**src/rtl/spi_pkg.sv**
```systemverilog
// Shared types and constants for the SPI master frame controller.
package spi_pkg;

    typedef enum logic [1:0] {
        IDLE  = 2'd0,
        SETUP = 2'd1,
        XFER  = 2'd2
    } state_e;

    localparam int FRAME_BITS_DEFAULT = 8;

    // Width of a counter that holds 0..n-1; never narrower than one bit.
    function automatic int cnt_width(input int n);
        return (n > 1) ? $clog2(n) : 1;
    endfunction

endpackage

```
**src/rtl/spi_master_ctrl_sync.sv**
```systemverilog
// Brings the returned sck into the clk domain and flags its rising edges.
// Latency: rise_o asserts 2-3 clk cycles after the real sck edge; no backpressure.
module spi_master_ctrl_sync #(
    parameter logic SCK_IDLE = 1'b1
) (
    input  logic clk,
    input  logic rst,
    input  logic sck_i,
    output logic rise_o
);

    logic sync1_q;
    logic sync2_q;
    logic sync3_q;

    always_ff @(posedge clk) begin
        if (!rst) begin
            sync1_q <= SCK_IDLE;
            sync2_q <= SCK_IDLE;
            sync3_q <= SCK_IDLE;
        end else begin
            sync1_q <= sck_i;
            sync2_q <= sync1_q;
            sync3_q <= sync2_q;
        end
    end

    // sync3 only feeds edge detection; sync2 is the first metastability-safe copy.
    assign rise_o = sync2_q & ~sync3_q;

endmodule

```
**src/rtl/spi_master_ctrl.sv**
```systemverilog
// SPI master frame controller: drives ss and the clk_div enable, transferring whole frames only.
// Latency: ss falls 1 clk after en, en_sck 1 clk later; ends 2-3 clk after the last sck rise.
module spi_master_ctrl
    import spi_pkg::*;
#(
    parameter int   FRAME_BITS = FRAME_BITS_DEFAULT,
    parameter logic SCK_IDLE   = 1'b1
) (
    input  logic clk,
    input  logic rst,
    input  logic en,
    input  logic sck,
    output logic ss,
    output logic en_sck
);

    localparam int CW = cnt_width(FRAME_BITS);
    localparam logic [CW-1:0] CNT_LAST = CW'(FRAME_BITS - 1);

    state_e        state_q;
    logic [CW-1:0] cnt_q;
    logic          ss_q;
    logic          en_sck_q;
    logic          sck_rise;

    spi_master_ctrl_sync #(
        .SCK_IDLE (SCK_IDLE)
    ) u_sync (
        .clk    (clk),
        .rst    (rst),
        .sck_i  (sck),
        .rise_o (sck_rise)
    );

    always_ff @(posedge clk) begin
        if (!rst) begin
            state_q  <= IDLE;
            cnt_q    <= '0;
            ss_q     <= 1'b1;
            en_sck_q <= 1'b0;
        end else begin
            case (state_q)
                IDLE: begin
                    if (en) begin
                        state_q <= SETUP;
                        ss_q    <= 1'b0;
                    end
                    cnt_q <= '0;
                end
                SETUP: begin
                    state_q  <= XFER;
                    en_sck_q <= 1'b1;
                    cnt_q    <= '0;
                end
                XFER: begin
                    // en is only looked at on the edge that closes a frame.
                    if (sck_rise) begin
                        if (cnt_q == CNT_LAST) begin
                            cnt_q <= '0;
                            if (!en) begin
                                state_q  <= IDLE;
                                ss_q     <= 1'b1;
                                en_sck_q <= 1'b0;
                            end
                        end else begin
                            cnt_q <= cnt_q + CW'(1);
                        end
                    end
                end
                default: begin
                    state_q  <= IDLE;
                    cnt_q    <= '0;
                    ss_q     <= 1'b1;
                    en_sck_q <= 1'b0;
                end
            endcase
        end
    end

    assign ss     = ss_q;
    assign en_sck = en_sck_q;

endmodule

```
**config.mk**
```make
export PLATFORM = sky130hd
export DESIGN_NAME = spi_master_ctrl
export DESIGN_NICKNAME = d
export VERILOG_FILES = /design/src/rtl/spi_pkg.sv /design/src/rtl/spi_master_ctrl_sync.sv /design/src/rtl/spi_master_ctrl.sv
export SDC_FILE = /design/constraint.sdc
export NUM_CORES = 1
export LEC_CHECK = 0
export BUFFER_PORTS_ARGS = -buffer_cell sky130_fd_sc_hd__buf_2
export CORE_AREA = 2 2 39 41
export CTS_CLUSTER_SIZE = 12
export DETAILED_ROUTE_END_ITERATION = 10
export DIE_AREA = 0 0 41 43
export GPL_ROUTABILITY_DRIVEN = 0
export HOLD_SLACK_MARGIN = 0.15
export PLACE_DENSITY = 0.42
export SETUP_SLACK_MARGIN = 0.3
export SLEW_MARGIN = 30
export SYNTH_ARGS = -nofsm -noshare
export SYNTH_HDL_FRONTEND = slang
export SYNTH_SLANG_ARGS = --single-unit
```
**constraint.sdc**
```tcl
create_clock -name clk -period 1.5 [get_ports clk]
set_input_delay 0.375 -clock clk [delete_from_list [all_inputs] [get_ports clk]]
set_output_delay 0.375 -clock clk [all_outputs]
set_load 0.05 [all_outputs]
```
### Word level (Yosys, flattened, before mapping)

Cells that the tools add are included.

* register bits after elaboration: 10
* bits of input ports: 4
* word-level logic and storage cells: 39
* output and inout bits: 2

* bitwise operators: 4
* add/subtract/negate cells: 1
* equal/unequal tests: 7
* reductions and logical operators: 5
* mux-type cells: 15

Operators by type and width (count)
* $mux W2: 4
* $ne A2 B2 Y1 const B: 4
* $reduce_and A4 Y1: 2
* $mux W1: 7
* $pmux W1 S3: 2
* $pmux W2 S3: 1
* $reduce_and A5 Y1: 1
* $add A3 B1 Y3 const B: 1
* $eq A3 B3 Y1 const B: 1
* $mux W3: 1
* $not A1 Y1: 3
* $eq A2 B1 Y1 const B: 1
* $eq A2 B2 Y1 const B: 1
* $logic_not A2 Y1: 1
* $reduce_and A2 Y1: 1
* $and A1 B1 Y1: 1

### Logic depth before layout (Yosys ltp)

* depth in word-level cells: 4
* gate-level depth with buffers: 5

### By module

A second synthesis with hierarchy kept.

* cells, all modules: 36
* area total of the unflattened synthesis: 389.1 um^2

Modules (own cells, without submodules)
* spi_master_ctrl: times used 1, area an instance 296.5 um^2, seq. area each 140.1 um^2, cells each 29
* spi_master_ctrl_sync: times used 1, area an instance 92.6 um^2, seq. area each 60.1 um^2, cells each 7

### Least setup slack after synthesis

OpenSTA, ideal clock, no wires.

* kind: reg2reg
* start point: register cnt_q[0]
* end point: register ss_q (netlist: ss)
* stages on the path, launching flop included: 6
* data required time: 1.377 ns
* arrival: 1.077 ns
* clock period less this slack: 1.201 ns
* slack: 0.299 ns
* setup time: 0.123 ns
* path through: dfxtp_1 > ha_1 > ha_1 > and4bb_1 > o21ai_1 > a31oi_1

* cells in the longest elaborated chain, start to end: 3

RTL lines
* from (decl): RTL line spi_master_ctrl.sv:21 `logic [CW-1:0] cnt_q;`
* from (signal assigned): RTL line spi_master_ctrl.sv:66 `cnt_q <= cnt_q + CW'(1);`
* $eq A3 B3 Y1: RTL line spi_master_ctrl.sv:58 `if (cnt_q == CNT_LAST) begin`
* $ne A2 B2 Y1 (no line)
* $reduce_and A5 Y1 (no line)
* to (signal assigned): RTL line spi_master_ctrl.sv:46 `ss_q <= 1'b0;`
* to (signal assigned): RTL line spi_master_ctrl.sv:62 `ss_q <= 1'b1;`
* to (signal assigned): RTL line spi_master_ctrl.sv:73 `ss_q <= 1'b1;`
* to (decl): RTL line spi_master_ctrl.sv:22 `logic ss_q;`

Every way passes these cells.
A chain may end at the register's enable or synchronous reset.

### Final worst setup path

* start point: register cnt_q[0]
* end point: register state_q[1]

* cells in the longest elaborated chain, start to end: 3

RTL lines
* $eq A3 B3 Y1: RTL line spi_master_ctrl.sv:58
* $ne A2 B2 Y1 (no line)
* $reduce_and A4 Y1 (no line)
* to (signal assigned): RTL line spi_master_ctrl.sv:51 `state_q <= XFER;`
* to (signal assigned): RTL line spi_master_ctrl.sv:61 `state_q <= IDLE;`
* to (signal assigned): RTL line spi_master_ctrl.sv:71 `state_q <= IDLE;`
* to (decl): RTL line spi_master_ctrl.sv:20 `state_e state_q;`

Every way passes these cells.

==> out/qor.yml <==
status:
  status: "finished, final reports clean"
synth:
  ys_seq_area_share_pct: 54.6
  ys_seq_elements: 10
  synth_nets: 38
  yosysUniqueCellTypes: 14
  syn_inst: 32
  netlist_area_sq_um: 367
  synth.avg_cell_area_sq_um: 11.5
  synth_warnings: 0
power:
  internal_power_mw: 0.451
  combPwrFrac_pct: 9.7
  p_leak_nw: 0.207
  power_density_nw_per_um2: 1150
  sw_frac_of_total_pct: 22.6
  p_switching_mw: 0.132
  pwr-share-seq_pct: 49.7
  pwr-share-clk_pct: 40.6
  ir_drop_mv: 0.594
cts:
  cts_sinks: 10
  htree_levels: 1
  clockBufferDepth: 2
  cts_root_buf: "clkbuf_4"
  clk_latency_ns: 0.26
  cts_buffers: 3
  tritoncts: "yes"
  postCtsHoldBufs: 0
  clk_pin_slew_ns: 0.07
worst_setup_path:
  max_stage_delay_ns: 0.34
  regToRegEndpoint: "state_q[1]$_SDFFE_PN0P_"
  crit_end: "state_q[1]$_SDFFE_PN0P_"
  ff2ff_setup_slack_ns: 0.30
  worstPathRequired_ns: 1.68
  arrival_ns: 1.38
  worst_setup_path_start_kind: "flip-flop"
  worstPathCellList: "ha_4, ha_4, and4bb_1, buf_4, o21ai_0"
  startpoint: "cnt_q[0]$_SDFFE_PN0P_"
  path_common_cell: "ha_4"
  cp-end-kind: "flip-flop"
  ff2ff_path_depth: 5
  cp_max_fo: 2
  crit_slowest_cell: "dfxtp_2"
  reg2reg_from: "cnt_q[0]$_SDFFE_PN0P_"
  path_class: "flip-flop to flip-flop"
global_route:
  overflow: 0
  grt_max_degree: 9
  grt_pass1_vias: 276
  grtUsageTotal_pct: 11.3
  antenna_found_initial: 0
  grt_first_pass_wirelength_um: 1210
sta:
  worst_slew_margin_rel_pct: 87.9
  fmax_ghz: 0.834
  rsz0062_at_grt: "true"
  fin_crit_ns: 1.20
  fin_crit_sh_pct: 79.9
  worst_slew_pin_slew_ns: 0.182
  hold_viol: 0
  fin_skew_ns: 0.00114
  whs_ns: 0.301
  maxSlewViolCount: 0
  tns_ns: 0
  setup-violations-final: 0
finish:
  final_util_pct: 36.7
  multi_input_area_sq_um: 191
  fin_nets: 50
  fill_cells: 140
  area_delta_synth_final_pct: 38.6
  regArea_sq_um: 204
  drive_above_1_share_pct: 41.9
  antenna_cells: 0
routing:
  via_per_inst: 4.34
  drt_pre_antenna_iters: 2
  routed_wl_um: 677
  ant_nets: 0
  drtIter0Drc: 2
  via_count: 256
  drt-wirelength-per-cell_um: 11.5
  drc: 0
die:
  dieHeight_um: 43
  pin_count: 6
  die-width_um: 41
  fp.dieArea_sq_um: 1760
  initial_core_util_pct: 26.5
  rows: 14
  coreArea_sq_um: 1380
placed_design:
  port_buffers: 5
  place_hpwl_um: 470
hold_path:
  holdCritPathClass: "primary input to flip-flop"
job:
  maxCapViolations: 0
[cells by family after synthesis]
kind of cell / synth area share (%)
multiplexers: 8.19
buffers and inverters: 1.02
AO/OA/AOI/OAI: 7.17
adder cells (fa/ha/maj): 6.82
AND/OR/NAND/NOR: 22.2
flip-flops: 54.6
[Yosys cell counts]
library cell / n / share of area [%]
and2b_1: 1 / 2.0
and4bb_2: 1 / 3.4
nand3b_1: 2 / 4.1
inv_1: 1 / 1.0
and4bb_1: 1 / 3.4
o211a_1: 1 / 2.7
a31oi_1: 1 / 1.7
ha_1: 2 / 6.8
nor2_1: 4 / 4.1
o21ai_1: 1 / 1.4
dfxtp_1: 10 / 55
mux2i_1: 3 / 8.2
nand2b_1: 3 / 5.1
o21ai_0: 1 / 1.4
[power groups by stage]
stage	Clock (mW)	Combinational [mW]	Sequential, mW
floorplan	0	0.0163	0.310
global placement	0	0.0489	0.291
detailed placement	0	0.0498	0.293
CTS	0.248	0.0537	0.287
global route	0.269	0.0605	0.292
finish	0.237	0.0567	0.290
[state kept, by name, indices dropped and copies added, names as in the netlist]
name            cells
cnt_q               3
en_sck              1
ss                  1
state_q             2
u_sync.sync1_q      1
u_sync.sync2_q      1
u_sync.sync3_q      1
[metal layers]
layer	part of all wire [%]	track usage, %	wire, um
met1	43	13.1	293
met2	50	14.1	341
met3	4.6	7.85	31
met4	1.5	8.00	10
met5	0	0	0
[how the worst min path moves through the flow]
| stage | from | to | slack (ns) | cells past startpoint |
|---|---|---|---|---|
| after floorplan | u_sync.sync1_q$_SDFF_PN1_ | u_sync.sync2_q$_SDFF_PN1_ | 0.39 | 1 |
| after global placement | u_sync.sync1_q$_SDFF_PN1_ | u_sync.sync2_q$_SDFF_PN1_ | 0.40 | 1 |
| after detailed placement | u_sync.sync1_q$_SDFF_PN1_ | u_sync.sync2_q$_SDFF_PN1_ | 0.40 | 1 |
| after CTS | sck | u_sync.sync1_q$_SDFF_PN1_ | 0.30 | 2 |
| after global routing | sck | u_sync.sync1_q$_SDFF_PN1_ | 0.30 | 2 |
| final | sck | u_sync.sync1_q$_SDFF_PN1_ | 0.30 | 2 |
[worst max-delay path, delay by kind of cell (launching register included)]
family | cells | cell delay, ns
simple gates | 1 | 0.21
fa+ha+maj | 2 | 0.31
compound gates | 1 | 0.14
buf+inv | 1 | 0.14
flops | 1 | 0.34
[stage by stage]
step	instances	power [mW]	cell area, sq um	setup slack, ns
2_1_floorplan	32	0.326	372	0.321
3_3_place_gp	53	0.340	417	0.270
3_5_place_dp	53	0.342	417	0.254
4_1_cts	58	0.588	488	0.298
5_1_grt	59	0.621	508	0.240
6_report	59	0.583	508	0.301
[final cells by class]
cell class | instances | share of cell area [%]
Clock buffer | 4 | 7.14
Inverter | 1 | 0.739
Multi-Input combinational cell | 21 | 37.7
Sequential cell | 10 | 40.1
Tap cell | 16 | 3.94
Timing Repair Buffer | 7 | 10.3
[layout by cell type, fill, tap and decap left out, types with 2 or more instances in the layout]
cell type and n:
buf_6 2, buf_2 3, dfxtp_2 3, nand3b_1 2
mux2i_1 3, dfxtp_1 7, ha_4 2, nor2_1 4
clkbuf_4 3, buf_4 2, nand2b_1 3
[timing repair]
item,in CTS,in global routing
buffers inserted,1,1
gates resized for setup,6,4
setup endpoints to repair,4,4
pin swaps,2,1
Note: power is estimated with default switching activity, not from simulation.
